**src/rtl/dmem_arbiter_pkg.sv**
```systemverilog
// +----------------------------------------------------------------------+
// | dmem_arbiter_pkg                                                     |
// | FSM state encodings and port ids shared by the data-memory arbiter.  |
// | Revision: 1.0                                                        |
// +----------------------------------------------------------------------+
`default_nettype none
`timescale 1ns/1ps

package dmem_arbiter_pkg;

  localparam logic [0:0] ST_IDLE   = 1'b0;
  localparam logic [0:0] ST_ACCESS = 1'b1;

  localparam logic PORT_CPU = 1'b0;
  localparam logic PORT_DMA = 1'b1;

endpackage

`default_nettype wire

```
**src/rtl/dmem_arbiter_arb2_rr.sv**
```systemverilog
// +----------------------------------------------------------------------+
// | arb2_rr                                                              |
// | Two-requester picker: round-robin on last grant or fixed CPU win.    |
// | Revision: 1.0                                                        |
// +----------------------------------------------------------------------+
`default_nettype none
`timescale 1ns/1ps

module arb2_rr
  import dmem_arbiter_pkg::*;
(
  input  logic i_req0,
  input  logic i_req1,
  input  logic i_last,
  input  logic i_cpu_prio,
  output logic o_valid,
  output logic o_winner
);

  always_comb begin
    o_valid  = i_req0 | i_req1;
    o_winner = PORT_CPU;
    if (i_req0 && i_req1) begin
      o_winner = i_cpu_prio ? PORT_CPU : ~i_last;
    end else if (i_req1) begin
      o_winner = PORT_DMA;
    end
  end

endmodule

`default_nettype wire

```
**src/rtl/dmem_arbiter.sv**
```systemverilog
// +----------------------------------------------------------------------+
// | dmem_arbiter                                                         |
// | Shares a single-port data memory between the CPU and a DMA master.   |
// | Revision: 1.0                                                        |
// +----------------------------------------------------------------------+
`default_nettype none
`timescale 1ns/1ps

module dmem_arbiter
  import dmem_arbiter_pkg::*;
#(
  parameter int AW       = 5,
  parameter int DW       = 32,
  parameter int TIMEOUT  = 15,
  parameter bit CPU_PRIO = 1'b0
) (
  input  logic          clk,
  input  logic          rst_n,
  input  logic          i_req0,
  input  logic          i_req1,
  input  logic          i_we0,
  input  logic          i_we1,
  input  logic [AW-1:0] i_addr0,
  input  logic [AW-1:0] i_addr1,
  input  logic [DW-1:0] i_wdata0,
  input  logic [DW-1:0] i_wdata1,
  output logic          o_gnt0,
  output logic          o_gnt1,
  output logic          o_done0,
  output logic          o_done1,
  output logic [DW-1:0] o_rdata0,
  output logic [DW-1:0] o_rdata1,
  output logic          o_err,
  output logic          o_mem_en,
  output logic          o_mem_we,
  output logic [AW-1:0] o_mem_addr,
  output logic [DW-1:0] o_mem_wdata,
  input  logic [DW-1:0] i_mem_rdata,
  input  logic          i_mem_ack
);

  localparam int CW = $clog2(TIMEOUT + 1);

  logic [0:0]    r_state;
  logic [0:0]    w_state_nxt;
  logic          r_owner;
  logic          r_we;
  logic [AW-1:0] r_addr;
  logic [DW-1:0] r_wdata;
  logic          r_last;
  logic [CW-1:0] r_cnt;
  logic          r_done0;
  logic          r_done1;
  logic          r_err;
  logic [DW-1:0] r_rdata0;
  logic [DW-1:0] r_rdata1;

  logic          w_valid;
  logic          w_winner;
  logic          w_accept;
  logic          w_ack;
  logic          w_timeout;
  logic          w_finish;
  logic [CW-1:0] w_cnt_nxt;
  logic [DW-1:0] w_cap_data;

  arb2_rr u_arb (
    .i_req0     (i_req0),
    .i_req1     (i_req1),
    .i_last     (r_last),
    .i_cpu_prio (CPU_PRIO),
    .o_valid    (w_valid),
    .o_winner   (w_winner)
  );

  assign w_accept  = (r_state == ST_IDLE) && w_valid;
  assign w_ack     = (r_state == ST_ACCESS) && i_mem_ack;
  assign w_cnt_nxt = r_cnt + CW'(1);
  // Abort on the TIMEOUT-th ACCESS cycle; a coincident ack takes precedence.
  assign w_timeout = (r_state == ST_ACCESS) && !i_mem_ack && (w_cnt_nxt == CW'(TIMEOUT));
  assign w_finish  = w_ack || w_timeout;
  assign w_cap_data = (w_ack && !r_we) ? i_mem_rdata : '0;

  always_ff @(posedge clk) begin
    if (!rst_n) begin
      r_state <= ST_IDLE;
    end else begin
      r_state <= w_state_nxt;
    end
  end

  always_comb begin
    w_state_nxt = r_state;
    case (r_state)
      ST_IDLE:   if (w_accept) w_state_nxt = ST_ACCESS;
      ST_ACCESS: if (w_finish) w_state_nxt = ST_IDLE;
      default:   w_state_nxt = ST_IDLE;
    endcase
  end

  always_comb begin
    o_gnt0      = 1'b0;
    o_gnt1      = 1'b0;
    o_mem_en    = 1'b0;
    o_mem_we    = 1'b0;
    o_mem_addr  = '0;
    o_mem_wdata = '0;
    case (r_state)
      ST_IDLE: begin
        o_gnt0 = w_valid && (w_winner == PORT_CPU);
        o_gnt1 = w_valid && (w_winner == PORT_DMA);
      end
      ST_ACCESS: begin
        o_mem_en    = 1'b1;
        o_mem_we    = r_we;
        o_mem_addr  = r_addr;
        o_mem_wdata = r_wdata;
      end
      default: ;
    endcase
  end

  always_ff @(posedge clk) begin
    if (!rst_n) begin
      r_owner  <= PORT_CPU;
      r_we     <= 1'b0;
      r_addr   <= '0;
      r_wdata  <= '0;
      r_last   <= PORT_DMA;
      r_cnt    <= '0;
      r_done0  <= 1'b0;
      r_done1  <= 1'b0;
      r_err    <= 1'b0;
      r_rdata0 <= '0;
      r_rdata1 <= '0;
    end else begin
      r_done0 <= 1'b0;
      r_done1 <= 1'b0;
      r_err   <= 1'b0;
      if (w_accept) begin
        r_owner <= w_winner;
        r_we    <= w_winner ? i_we1 : i_we0;
        r_addr  <= w_winner ? i_addr1 : i_addr0;
        r_wdata <= w_winner ? i_wdata1 : i_wdata0;
        r_last  <= w_winner;
        r_cnt   <= '0;
      end else if (r_state == ST_ACCESS) begin
        r_cnt <= w_cnt_nxt;
      end
      if (w_finish) begin
        r_err <= w_timeout;
        if (r_owner == PORT_CPU) begin
          r_done0  <= 1'b1;
          r_rdata0 <= w_cap_data;
        end else begin
          r_done1  <= 1'b1;
          r_rdata1 <= w_cap_data;
        end
      end
    end
  end

  assign o_done0  = r_done0;
  assign o_done1  = r_done1;
  assign o_err    = r_err;
  assign o_rdata0 = r_rdata0;
  assign o_rdata1 = r_rdata1;

endmodule

`default_nettype wire

```
**config.mk**
```make
export PLATFORM = sky130hd
export DESIGN_NAME = dmem_arbiter
export DESIGN_NICKNAME = d
export VERILOG_FILES = /design/src/rtl/dmem_arbiter_pkg.sv /design/src/rtl/dmem_arbiter_arb2_rr.sv /design/src/rtl/dmem_arbiter.sv
export SDC_FILE = /design/constraint.sdc
export NUM_CORES = 1
export LEC_CHECK = 0
export ABC_AREA = 1
export BUFFER_PORTS_ARGS = -buffer_cell sky130_fd_sc_hd__buf_2
export CORE_MARGIN = 2
export CORE_UTILIZATION = 40
export CTS_BUF_LIST = sky130_fd_sc_hd__clkbuf_8
export DETAILED_ROUTE_END_ITERATION = 6
export GPL_ROUTABILITY_DRIVEN = 1
export PLACE_DENSITY = 0.65
export SLEW_MARGIN = 10
export SYNTH_ARGS = -nofsm -noshare
export SYNTH_HDL_FRONTEND = slang
export SYNTH_SLANG_ARGS = --single-unit
```
**constraint.sdc**
```tcl
create_clock -name clk -period 3.4 [get_ports clk]
set_input_delay 0 -clock clk [delete_from_list [all_inputs] [get_ports clk]]
set_output_delay 0 -clock clk [all_outputs]
set_load 0.05 [all_outputs]
```
### After elaboration in Yosys (flattened, before gate mapping)

Index checks and enable logic that the tools add are counted.

* latch bits: 0
* bits in read-only memories: 0
* memory bits (writable): 0
* memories: 0
* output and inout bits: 108
* register bits: 112
* bits of input ports: 113
* logic and storage cells: 52

* shift-type cells: 0
* reductions and logical operators: 15
* $lt $le $gt $ge: 0
* add/sub/neg operators: 1
* eq/ne operators: 1
* mux-type cells: 17
* multipliers: 0
* div/mod/pow operators: 0
* bitwise operators: 6

Operators with widths (number)
* $mux 32: 3
* $mux 1: 11
* $mux 5: 2
* $logic_and 1x1->1: 8
* $reduce_and 2->1: 3
* $not 1->1: 5
* $add 4x1->4 const B: 1
* $eq 4x4->1 const B: 1
* $logic_not 1->1: 2
* $pmux 1 s2: 1
* $reduce_or 2->1: 1
* $logic_or 1x1->1: 1
* $or 1x1->1: 1

### Depth between registers and ports, before layout

Gate-level depths: netlist of run 1.

* depth after elaboration: 6
* depth in mapped cells: 11
* gate-level depth less buffers: 10

### Cells and area by module

Synthesis of run 1 repeated with hierarchy kept, for this count alone.

* cell total of the unflattened synthesis: 776
* area total of the unflattened synthesis: 5121.2 um^2

By module, submodules not included
* dmem_arbiter: instances 1, sequential area each 2242.2 um^2, area each 5084.9 um^2, cells each 769
* arb2_rr: instances 1, sequential area each 0.0 um^2, area each 36.3 um^2, cells each 7

### Least setup slack after synthesis of run 1

OpenSTA, ideal clock, no wires.

* path kind: register to register
* from: reg r_state
* to: reg r_addr[0]
* slack: 1.632 ns
* arrival: 1.693 ns
* setup time: 0.074 ns
* path buffers: 2
* data required time: 3.326 ns
* stages on the path, launching flop included: 6
* period minus slack after synthesis: 1.768 ns
* cells stage by stage: dfxtp_1 buf_6 nor2_1 clkbuf_1 nand2_1 a31oi_1

* cells in the longest elaborated chain, start to end: 2

RTL lines
* from (decl): RTL line dmem_arbiter.sv:44 `logic [0:0] r_state;`
* from (signal assigned): RTL line dmem_arbiter.sv:88 `r_state <= w_state_nxt;`
* $not 1->1: RTL line dmem_arbiter.sv:76 `assign w_accept = (r_state == ST_IDLE) && w_valid;`
* $logic_and 1x1->1: RTL line dmem_arbiter.sv:76
* to (signal assigned): RTL line dmem_arbiter.sv:143 `r_addr <= w_winner ? i_addr1 : i_addr0;`
* to (decl): RTL line dmem_arbiter.sv:48 `logic [AW-1:0] r_addr;`

Every way passes these cells.
A chain may end at the register's enable or synchronous reset.

### Worst setup path in the final report of run 1

* from: reg r_state
* to: reg r_wdata[7]

* cells in the longest elaborated chain, start to end: 2

RTL lines
* $not 1->1: RTL line dmem_arbiter.sv:76
* $logic_and 1x1->1: RTL line dmem_arbiter.sv:76
* to (signal assigned): RTL line dmem_arbiter.sv:144 `r_wdata <= w_winner ? i_wdata1 : i_wdata0;`
* to (decl): RTL line dmem_arbiter.sv:49 `logic [DW-1:0] r_wdata;`

Every way passes these cells.

==> results of run 1 <==
## state kept, by name (all words and copies together) (netlist names), 4 cells and up
signal,flops
r_cnt,4
r_wdata,32
r_addr,5
o_rdata0,32
o_rdata1,32
## cell usage in the layout (no fill, tap or decap), types with 2 or more instances in the layout
| master | count |
|---|---|
| dfxtp_1 | 111 |
| nor2_1 | 135 |
| inv_2 | 3 |
| clkbuf_8 | 11 |
| a22oi_1 | 3 |
| dlygate4sd3_1 | 102 |
| inv_1 | 87 |
| ha_1 | 2 |
| buf_2 | 220 |
| o31ai_1 | 20 |
| nand3_1 | 44 |
| a21oi_1 | 35 |
| nand2_1 | 236 |
| nand2_4 | 2 |
| a21oi_2 | 9 |
| a31oi_1 | 16 |
| o21ai_0 | 5 |
| buf_4 | 10 |
## worst min-delay path, cell delays in order
cell and delay (ns):
buf_2 0.08, nand2_1 0.08, nand3_1 0.09, nand2_1 0.05, nor2_1 0.07
## cell families (layout without fill, tap and decap cells)
group	after synthesis	after routing	synth area share, %
AND/OR/NAND/NOR	424	424	32.7
buffers and inverters	141	435	12.1
flip-flops	112	112	43.5
AO/OA/AOI/OAI	91	91	11.2
adder cells (fa/ha/maj)	2	2	0.486
## per-layer routing
layer	wire length, microns	up-vias	GRT usage (%)
li1	-	2951	-
met1	7160	2566	29.0
met2	7380	205	36.9
met3	912	47	4.84
met4	616	0	11.1
met5	0	-	0
## stage by stage
stage / hold slack [ns] / area, sq um / instances
after floorplan: 0.157 / 5150 / 770
after global placement: 0.260 / 6260 / 1120
after detailed placement: 0.265 / 6260 / 1120
after CTS: 0.00437 / 7450 / 1236
after global routing: 0.0248 / 7450 / 1236
final: 0.0251 / 7450 / 1236
## timing repair
action,CTS,global route
hold buffers,102,0
gates resized for setup,0,0
hold endpoints to repair,87,0
## final cells by class
cell class              count  area share [%]
clock inverters             3           0.269
multi-input cells         517            30.7
clock buffers              11            2.03
repair buffers            332            29.5
flip-flops and latches    112            30.1
inverters                  89            4.48
well taps                 172            2.89
## power by group
group	internal, mW	total, mW	switching [mW]
sequential	1.42	1.48	0.0612
clock	0.298	0.742	0.444
combinational	0.354	1.06	0.707
## path summary, 6_finish.rpt
kind	end	slack, ns	depth (start not counted)
hold / removal	o_rdata1[23]	0.03	5
hold reg to reg	r_wdata[21]	0.47	2
setup reg to reg	r_wdata[7]	0.64	8
setup / recovery	r_wdata[7]	0.64	8
==> results.md, run 1 <==
* Clk slew on worst S/H paths at 0.10 ns
* Worst Setup SP: r_state
* Synth top cells by count: nand2_1, nor2_1, dfxtp_1
* GRT overflow at 0
* Filler instances at 1,215
* Power, Total at about 3.3 mW
* CP Class: reg -> reg
* Arrival time worst endpoint at 3.08 ns
* Lkg Pwr at 4.17 nW
* Area growth from synthesis to layout at 44.7%
* Crit path max-delay cell type: dlygate4sd3_1
* Die Span Y at 117 microns
* DIE AREA at 13,800 sq um
* Worst reg2reg path startpoint: r_state
* Final setup vio count at 0
* FF/Latch Area at about 2200 sq um
* Syn_area_per_cell at around 6.7 sq um
* CP top delay family: buffers and inverters
* Multi-input logic area at 2290 sq um
* Most common cell in the netlist: nand2_1
* CP required at between 3 and 4 ns
* Slew @ Worst Pin at 0.788 ns
* Worst skew pair latency at 0.37 ns
* Relative slew slack at 47.4%
* Worst hold start: i_mem_rdata[23]
* GRT Total Usage at about 23%
* Vias post-DR at 5,769
* Period utilisation layout at 81.1%
* Yosys warnings at 0
* I/O Buffers at between 200 and 250
* Flops & latches, synth at 112
* Root Buffer: clkbuf_8
* Slew Limit Fails at 0
* Max stage delay on crit path at about 0.6 ns
* Number of global-route vias before repair at approximately 5.5k
* Initial drt markers at 445
* Post-synth cell types at 28
* Cell Area, Synth at 5150 sq um
* Critical Path Sink Type: flop
* Number of synthesized flops with an enable pin at 0
* DP HPWL at a little over 10,000 microns
* Async set-or-reset flop fraction in the synthesized netlist at 0%
* Antenna-violating nets left at 0
* Hold Violations, Final at 0
* CP Max Fanout at 44
* Cell count after synthesis at 770
* Row cnt at 41
* Pre-CTS WS at 1.12 ns
* # Post-CTS Setup Buffers at 0
* DR WL/cell at 13.0 microns
* Startpoint class of the critical path: flop
* Routed WL at 16,100 microns
* # DRC at 0
* Area leader, netlist: dfxtp_1
* Final WS setup at about 0.64 ns
* Starting Density at between 40% and 50%
* CTS sink cnt at 112
* Ranking of synthesized cells by area: dfxtp_1, nand2_1, nor2_1
* Most frequently used flop master after synthesis: dfxtp_1
* Core Util, Final at between 50 and 60%
* First-pass GRT wire length at between 20,000 and 30,000 microns
* Pwr/cell area at approximately 440 nW/um^2
* RSZ-0062 raised after global routing: false
* Htree depth at 3
* Max IR drop VDD at ~0.26 mV
* NumNets Final at 1,176
* I/O pin cnt at 221
* Antenna cells at 0
* Status: complete, no violations
* Min Clock Period, post-route at around 2.8 ns
* Die W at 117 microns
* Drt pass-1 iters at 6
* Worst Path Buf+Inv at 4
* Sequential element share of the synthesized area at around 44%
* Core area at 12,600 sq um
* Pin count of the biggest net entering global routing at 68
* Number of buffers created by CTS at 9
* Top-area cell type share of the netlist area at 43.5%
* TNS Setup at 0 ns
* Routability cong. at 0.868
* Ratio of cells with drive above 1 in the final layout at around 25%
* Clk_skew at between 0.01 and 0.015 ns
* Fmax achieved at 0.363 GHz
* MaxCap Viol Count at 0
* Cells along the critical path: buf_4, inv_2, o21ai_2, nand2_1, inv_2, nand2_1, o31ai_1, dlygate4sd3_1
* Antenna violations before repair at 0
* Synthesized Nets at 885
* CTS tree: yes
* HP Class: in -> reg
* Via density at 4.67
* Clock Tree Buf Depth at 2
Note: power is estimated with default switching activity, not from simulation.
==> run 2, diff against run 1 <==
==> constraint.sdc (replaced) <==
create_clock -name clk -period 2.64 [get_ports clk]
set_input_delay 0 -clock clk [delete_from_list [all_inputs] [get_ports clk]]
set_output_delay 0 -clock clk [all_outputs]
set_load 0.05 [all_outputs]
==> results.md, run 2 (synthesis results as in run 1) <==
* MaxCap Viol Count at 0 (unchanged)
* Filler instances at 1,144 (-5.8%)
* Startpoint class of the critical path: flop
* GRT overflow at 0 (unchanged)
* Cells along the critical path: inv_2, o21ai_2, or2_1, buf_4, o31ai_1, dlygate4sd3_1
* TNS Setup at 0 ns (unchanged)
* RSZ-0062 raised after global routing: false
* I/O pin cnt at 221 (unchanged)
* I/O Buffers at 220 (unchanged)
* Clock Tree Buf Depth at 2 (unchanged)
* Via density at 4.60 (-1.5%)
* Critical Path Sink Type: flop
* Worst Hold Margin at -0.000471 ns (-0.0256 ns)
* Status: finished with violations
* Worst skew pair latency at 0.38 ns (about the same)
* Starting Density at 41.0% (unchanged)
* Root Buffer: clkbuf_8
* DR WL/cell at 12.6 microns (-2.7%)
* Clk_skew at 0.00568 ns (-0.00508 ns)
* CP required at 2.91 ns (-0.81 ns)
* Arrival time worst endpoint at 2.71 ns (-0.37 ns)
* CP Class: reg -> reg
* Antenna violations before repair at 0 (unchanged)
* Initial drt markers at 509 (+14%)
* CTS sink cnt at 112 (unchanged)
* Commonest non-fill, non-tap cell in the layout: nand2_1
* Routability cong. at 0.816 (-6.1%)
* # Post-CTS Setup Buffers at 0 (unchanged)
* Relative slew slack at 44.3% (-3.1 points)
* Core area at 12,600 sq um (unchanged)
* Vias post-DR at 5,724 (-0.78%)
* Worst Path Buf+Inv at 3 (-1)
* Ratio of cells with drive above 1 in the final layout at 25.2% (+0.35 points)
* Period utilisation layout at 92.2% (+11 points)
* Post-DP Area at 6290 sq um (+0.56%)
* Row cnt at 41 (unchanged)
* Final setup vio count at 0 (unchanged)
* Drt pass-1 iters at 5 (-1)
* # DRC at 0 (unchanged)
* NumNets Final at 1,183 (+0.60%)
* CP Max Fanout at 19 (-57%)
* CTS tree: yes
* HP Class: in -> reg
* Number of buffers created by CTS at 9 (unchanged)
* DP HPWL at 10,200 microns (+0.72%)
* Min Clock Period, post-route at 2.44 ns (-0.320 ns)
* Area growth from synthesis to layout at 47.5%
* Max IR drop VDD at 0.332 mV (+27%)
* GRT Total Usage at 22.6% (-0.23 points)
* Antenna cells at 0 (unchanged)
* Failing checks: hold timing
* Die Span Y at 117 microns (unchanged)
* Slew @ Worst Pin at 0.835 ns (+0.0467 ns)
* Htree depth at 3 (unchanged)
* Hold Violations, Final at 1 (+1)
* Antenna-violating nets left at 0 (unchanged)
* Hold path depth at 5 (unchanged)
* DIE AREA at 13,800 sq um (unchanged)
* Pwr/cell area at 593 nW/um^2 (+34%)
* Die W at 117 microns (unchanged)
* Crit path max-delay cell type: dlygate4sd3_1
* Pin count of the biggest net entering global routing at 67 (-1.5%)
* Most frequent cells in the layout: nand2_1, buf_2, nor2_1, dfxtp_1, dlygate4sd3_1
* R2R cell count at 6 (-2)
* First-pass GRT wire length at 25,800 microns (-0.43%)
* Clk slew on worst S/H paths at 0.10 ns (about the same)
* Max stage delay on crit path at 0.58 ns (-0.02 ns)
* Fmax achieved at 0.411 GHz (+13%)
* Critical path depth at 6 (-2)
* Cell area after layout at 7590 sq um (+1.9%)
* Routed WL at 15,700 microns (-1.9%)
* Lkg Pwr at 4.24 nW (+1.7%)
* CP top delay family: buffers and inverters
* Number of global-route vias before repair at 5,489 (-0.15%)
* Slew Limit Fails at 0 (unchanged)
[run 2: layer usage]
metal	global-route usage, %	vias to the layer above	part of all wire (%)
li1	-	2970	-
met1	28.3	2545	44
met2	37.5	183	47
met3	6.73	26	6.5
met4	7.08	0	2.3
met5	0	-	0
[run 2: path summary, 6_finish.rpt]
| kind | slack, ns | startpoint | endpoint |
|---|---|---|---|
| setup / recovery | 0.20 | r_state | r_wdata[7] |
| hold / removal | -0.0005 | i_mem_rdata[20] | o_rdata0[20] |
| setup reg to reg | 0.20 | r_state | r_wdata[7] |
| hold reg to reg | 0.47 | r_wdata[19] | r_wdata[19] |
[run 2: timing repair]
item                                   in CTS  in global routing
setup endpoints to repair                   0                 14
endpoints found under the hold margin      93                  0
hold buffers                              106                  0
resized for setup                           0                  1
[run 2: area by class of cell]
cell class	instances	area, sq um	share of cell area [%]
inverter	89	335	4.42
tap	172	215	2.83
timing repair buffer	339	2270	29.9
clock inverter	4	73.8	0.972
sequential	112	2240	29.5
multi-input combinational	517	2290	30.1
clock buffer	12	165	2.17
[run 2: through the flow]
stage                     hold WS (ns)  setup WS [ns]  cells  power (mW)  utilization [%]
after floorplan                  0.157          0.872    770        2.84                -
after CTS                     0.000504          0.208   1245        4.51             60.4
final                        -0.000471          0.205   1245        4.50             60.4
after global placement           0.260          0.626   1123        3.14             50.1
after global routing            0.0125         0.0321   1245        4.73             60.4
after detailed placement         0.265          0.604   1123        3.15             50.1
[run 2: tightest hold or removal path, delay by kind of cell]
kind                   cells  cell delay, ns
buffers and inverters      2            0.14
and+or+nand+nor            3            0.21
[run 2: report_power, final]
group / internal (mW) / leakage (nW) / total (mW) / switching (mW)
combinational: 0.470 / 3.20 / 1.37 / 0.903
clock: 0.615 / 0.123 / 1.21 / 0.595
sequential: 1.83 / 0.916 / 1.92 / 0.0844
total: 2.92 / 4.24 / 4.50 / 1.58
==> run 3, diff against run 2 <==
--- a/config.mk
+++ b/config.mk
@@ -6,13 +6,13 @@
 export NUM_CORES = 1
 export LEC_CHECK = 0
 export ABC_AREA = 1
-export BUFFER_PORTS_ARGS = -buffer_cell sky130_fd_sc_hd__buf_2
 export CORE_MARGIN = 2
 export CORE_UTILIZATION = 40
 export CTS_BUF_LIST = sky130_fd_sc_hd__clkbuf_8
 export DETAILED_ROUTE_END_ITERATION = 6
+export DONT_BUFFER_PORTS = 1
 export GPL_ROUTABILITY_DRIVEN = 1
-export PLACE_DENSITY = 0.65
+export PLACE_DENSITY = 0.5
 export SLEW_MARGIN = 10
 export SYNTH_ARGS = -nofsm -noshare
 export SYNTH_HDL_FRONTEND = slang
==> results.md, run 3 (synthesis results as in run 1) <==
* Clk_skew at 0.00778 ns (+0.00211 ns)
* Clk slew on worst S/H paths at 0.10 ns (about the same)
* First-pass GRT wire length at 23,500 microns (-9.2%)
* Core area at 12,600 sq um (unchanged)
* Relative slew slack at 61.3% (+17 points)
* GRT overflow at 0 (unchanged)
* Antenna cells at 0 (unchanged)
* Die Span Y at 117 microns (unchanged)
* Fmax achieved at 0.415 GHz (+1.1%)
* Via density at 4.79 (+4.1%)
* MaxCap Viol Count at 0 (unchanged)
* Ratio of cells with drive above 1 in the final layout at 5.45% (-20 points)
* Power, Total at 4.05 mW (-10%)
* Htree depth at 3 (unchanged)
* Number of global-route vias before repair at 4,723 (-14%)
* Root Buffer: clkbuf_8
* Antenna-violating nets left at 0 (unchanged)
* Worst Path Buf+Inv at 2 (-1)
* Drt pass-1 iters at 4 (-1)
* Arrival time worst endpoint at 2.69 ns (-0.02 ns)
* TNS Setup at 0 ns (unchanged)
* DR WL/cell at 14.0 microns (+11%)
* I/O Buffers at 0 (-100%)
* Final setup vio count at 0 (unchanged)
* Pwr/cell area at 617 nW/um^2 (+4.1%)
* RSZ-0062 raised after global routing: false
* DIE AREA at 13,800 sq um (unchanged)
* Status: complete, no violations
* GRT Total Usage at 20.5% (-2.1 points)
* Lkg Pwr at 3.24 nW (-23%)
* CP Max Fanout at 28 (+9)
* Startpoint class of the critical path: flop
* Max IR drop VDD at 0.240 mV (-28%)
* Period utilisation layout at 91.2% (-1.0 points)
* Critical Path Sink Type: flop
* Pre-CTS WS at 0.487 ns (-0.117 ns)
* CTS tree: yes
* Min Clock Period, post-route at 2.41 ns (-0.0264 ns)
* I/O pin cnt at 221 (unchanged)
* DP HPWL at 9020 microns (-11%)
* Pin count of the biggest net entering global routing at 69 (+3.0%)
* Max stage delay on crit path at 0.60 ns (+0.02 ns)
* CP top delay family: simple AND/OR/NAND/NOR gates
* # DRC at 0 (unchanged)
* Vias post-DR at 4,955 (-13%)
* CTS sink cnt at 112 (unchanged)
* Worst skew pair latency at 0.38 ns (about the same)
* Clock Tree Buf Depth at 2 (unchanged)
* Starting Density at 41.0% (unchanged)
* CP required at 2.92 ns (about the same)
* NumNets Final at 975 (-18%)
* Number of buffers created by CTS at 9 (unchanged)
* Routability cong. at 0.794 (-2.7%)
* Crit path max-delay cell type: dfxtp_2
* Routed WL at 14,500 microns (-8.0%)
* Hold Violations, Final at 0 (-1)
* Most frequent cells in the layout: nand2_1, nor2_1, dlygate4sd3_1, dfxtp_1, inv_1
* Final WS setup at 0.231 ns (+0.0264 ns)
* Commonest non-fill, non-tap cell in the layout: nand2_1
* HP Class: in -> reg
* Row cnt at 41 (unchanged)
* Slew Limit Fails at 0 (unchanged)
* Antenna violations before repair at 0 (unchanged)
* Cell mode on critical path: nand2_1
* Slew @ Worst Pin at 0.580 ns (-0.255 ns)
* CP Class: reg -> reg
* Initial drt markers at 261 (-49%)
* Die W at 117 microns (unchanged)
* Area growth from synthesis to layout at 27.4%
* Cells along the critical path: nand2_1, nor3_2, nand2_2, nand2_8, buf_4, nand3_1, nand2_1, dlygate4sd3_1, nor2_1
==> run 3: cell count changes in the layout (fill, tap and decap cells not counted), moves of 2 or more <==
| cell | change |
|---|---|
| buf_2 | -220 |
| dlygate4sd3_1 | +11 |
| inv_1 | +3 |
| bufinv_16 | -2 |
| clkbuf_8 | -2 |
| nand2_4 | -2 |
| nand2_8 | +2 |
==> run 3: metrics by stage <==
stage / std cells / hold slack, ns / cell area, sq um / util, %
global route: 1035 / 0.126 / 6560 / 52.2
finish: 1035 / 0.0941 / 6560 / 52.2
global placement: 903 / 0.107 / 5180 / 41.2
detailed placement: 903 / 0.112 / 5180 / 41.2
floorplan: 770 / 0.157 / 5150 / -
CTS: 1035 / 0.148 / 6530 / 52.0
==> run 3: repair_timing <==
action	4_1_cts	5_1_grt
setup endpoints to repair	0	26
hold endpoints to repair	111	0
hold buffers	118	0
buffers inserted	0	0
resized for setup	0	5
==> run 3: final cells by class <==
type                    count  area, sq um
clock buffers              10          138
multi-input cells         517         2320
flip-flops and latches    112         2240
well taps                 172          215
clock inverters             4         16.3
inverters                  89          337
repair buffers            131         1300
fillers                  1277         6010
==> run 3: layer usage <==
metal	GRT usage (%)	vias up	share of wire (%)
met1	26.2	2235	45
li1	-	2548	-
met5	0	-	0
met2	33.1	157	46
met4	7.38	0	1.7
met3	5.96	15	7.8
==> run 3: power breakdown <==
group          switching [mW]  leakage, nW  internal [mW]
clock network           0.563       0.0918          0.349
registers               0.341        0.916           1.83
logic                   0.607         2.24          0.357
==> run 3: worst paths after layout <==
check | start | depth (start not counted) | to | slack (ns)
setup reg to reg | r_state | 9 | o_rdata0[0] | 0.23
hold reg to reg | r_wdata[19] | 2 | r_wdata[19] | 0.48
hold / removal | i_req0 | 3 | r_cnt[1] | 0.09
setup / recovery | r_state | 9 | o_rdata0[0] | 0.23
==> run 3: worst reg2reg max path, delay by kind of cell (launching register included) <==
family	cells	cell delay (ns)
and+or+nand+nor	7	0.87
DFF	1	0.60
buffers and inverters	2	0.87
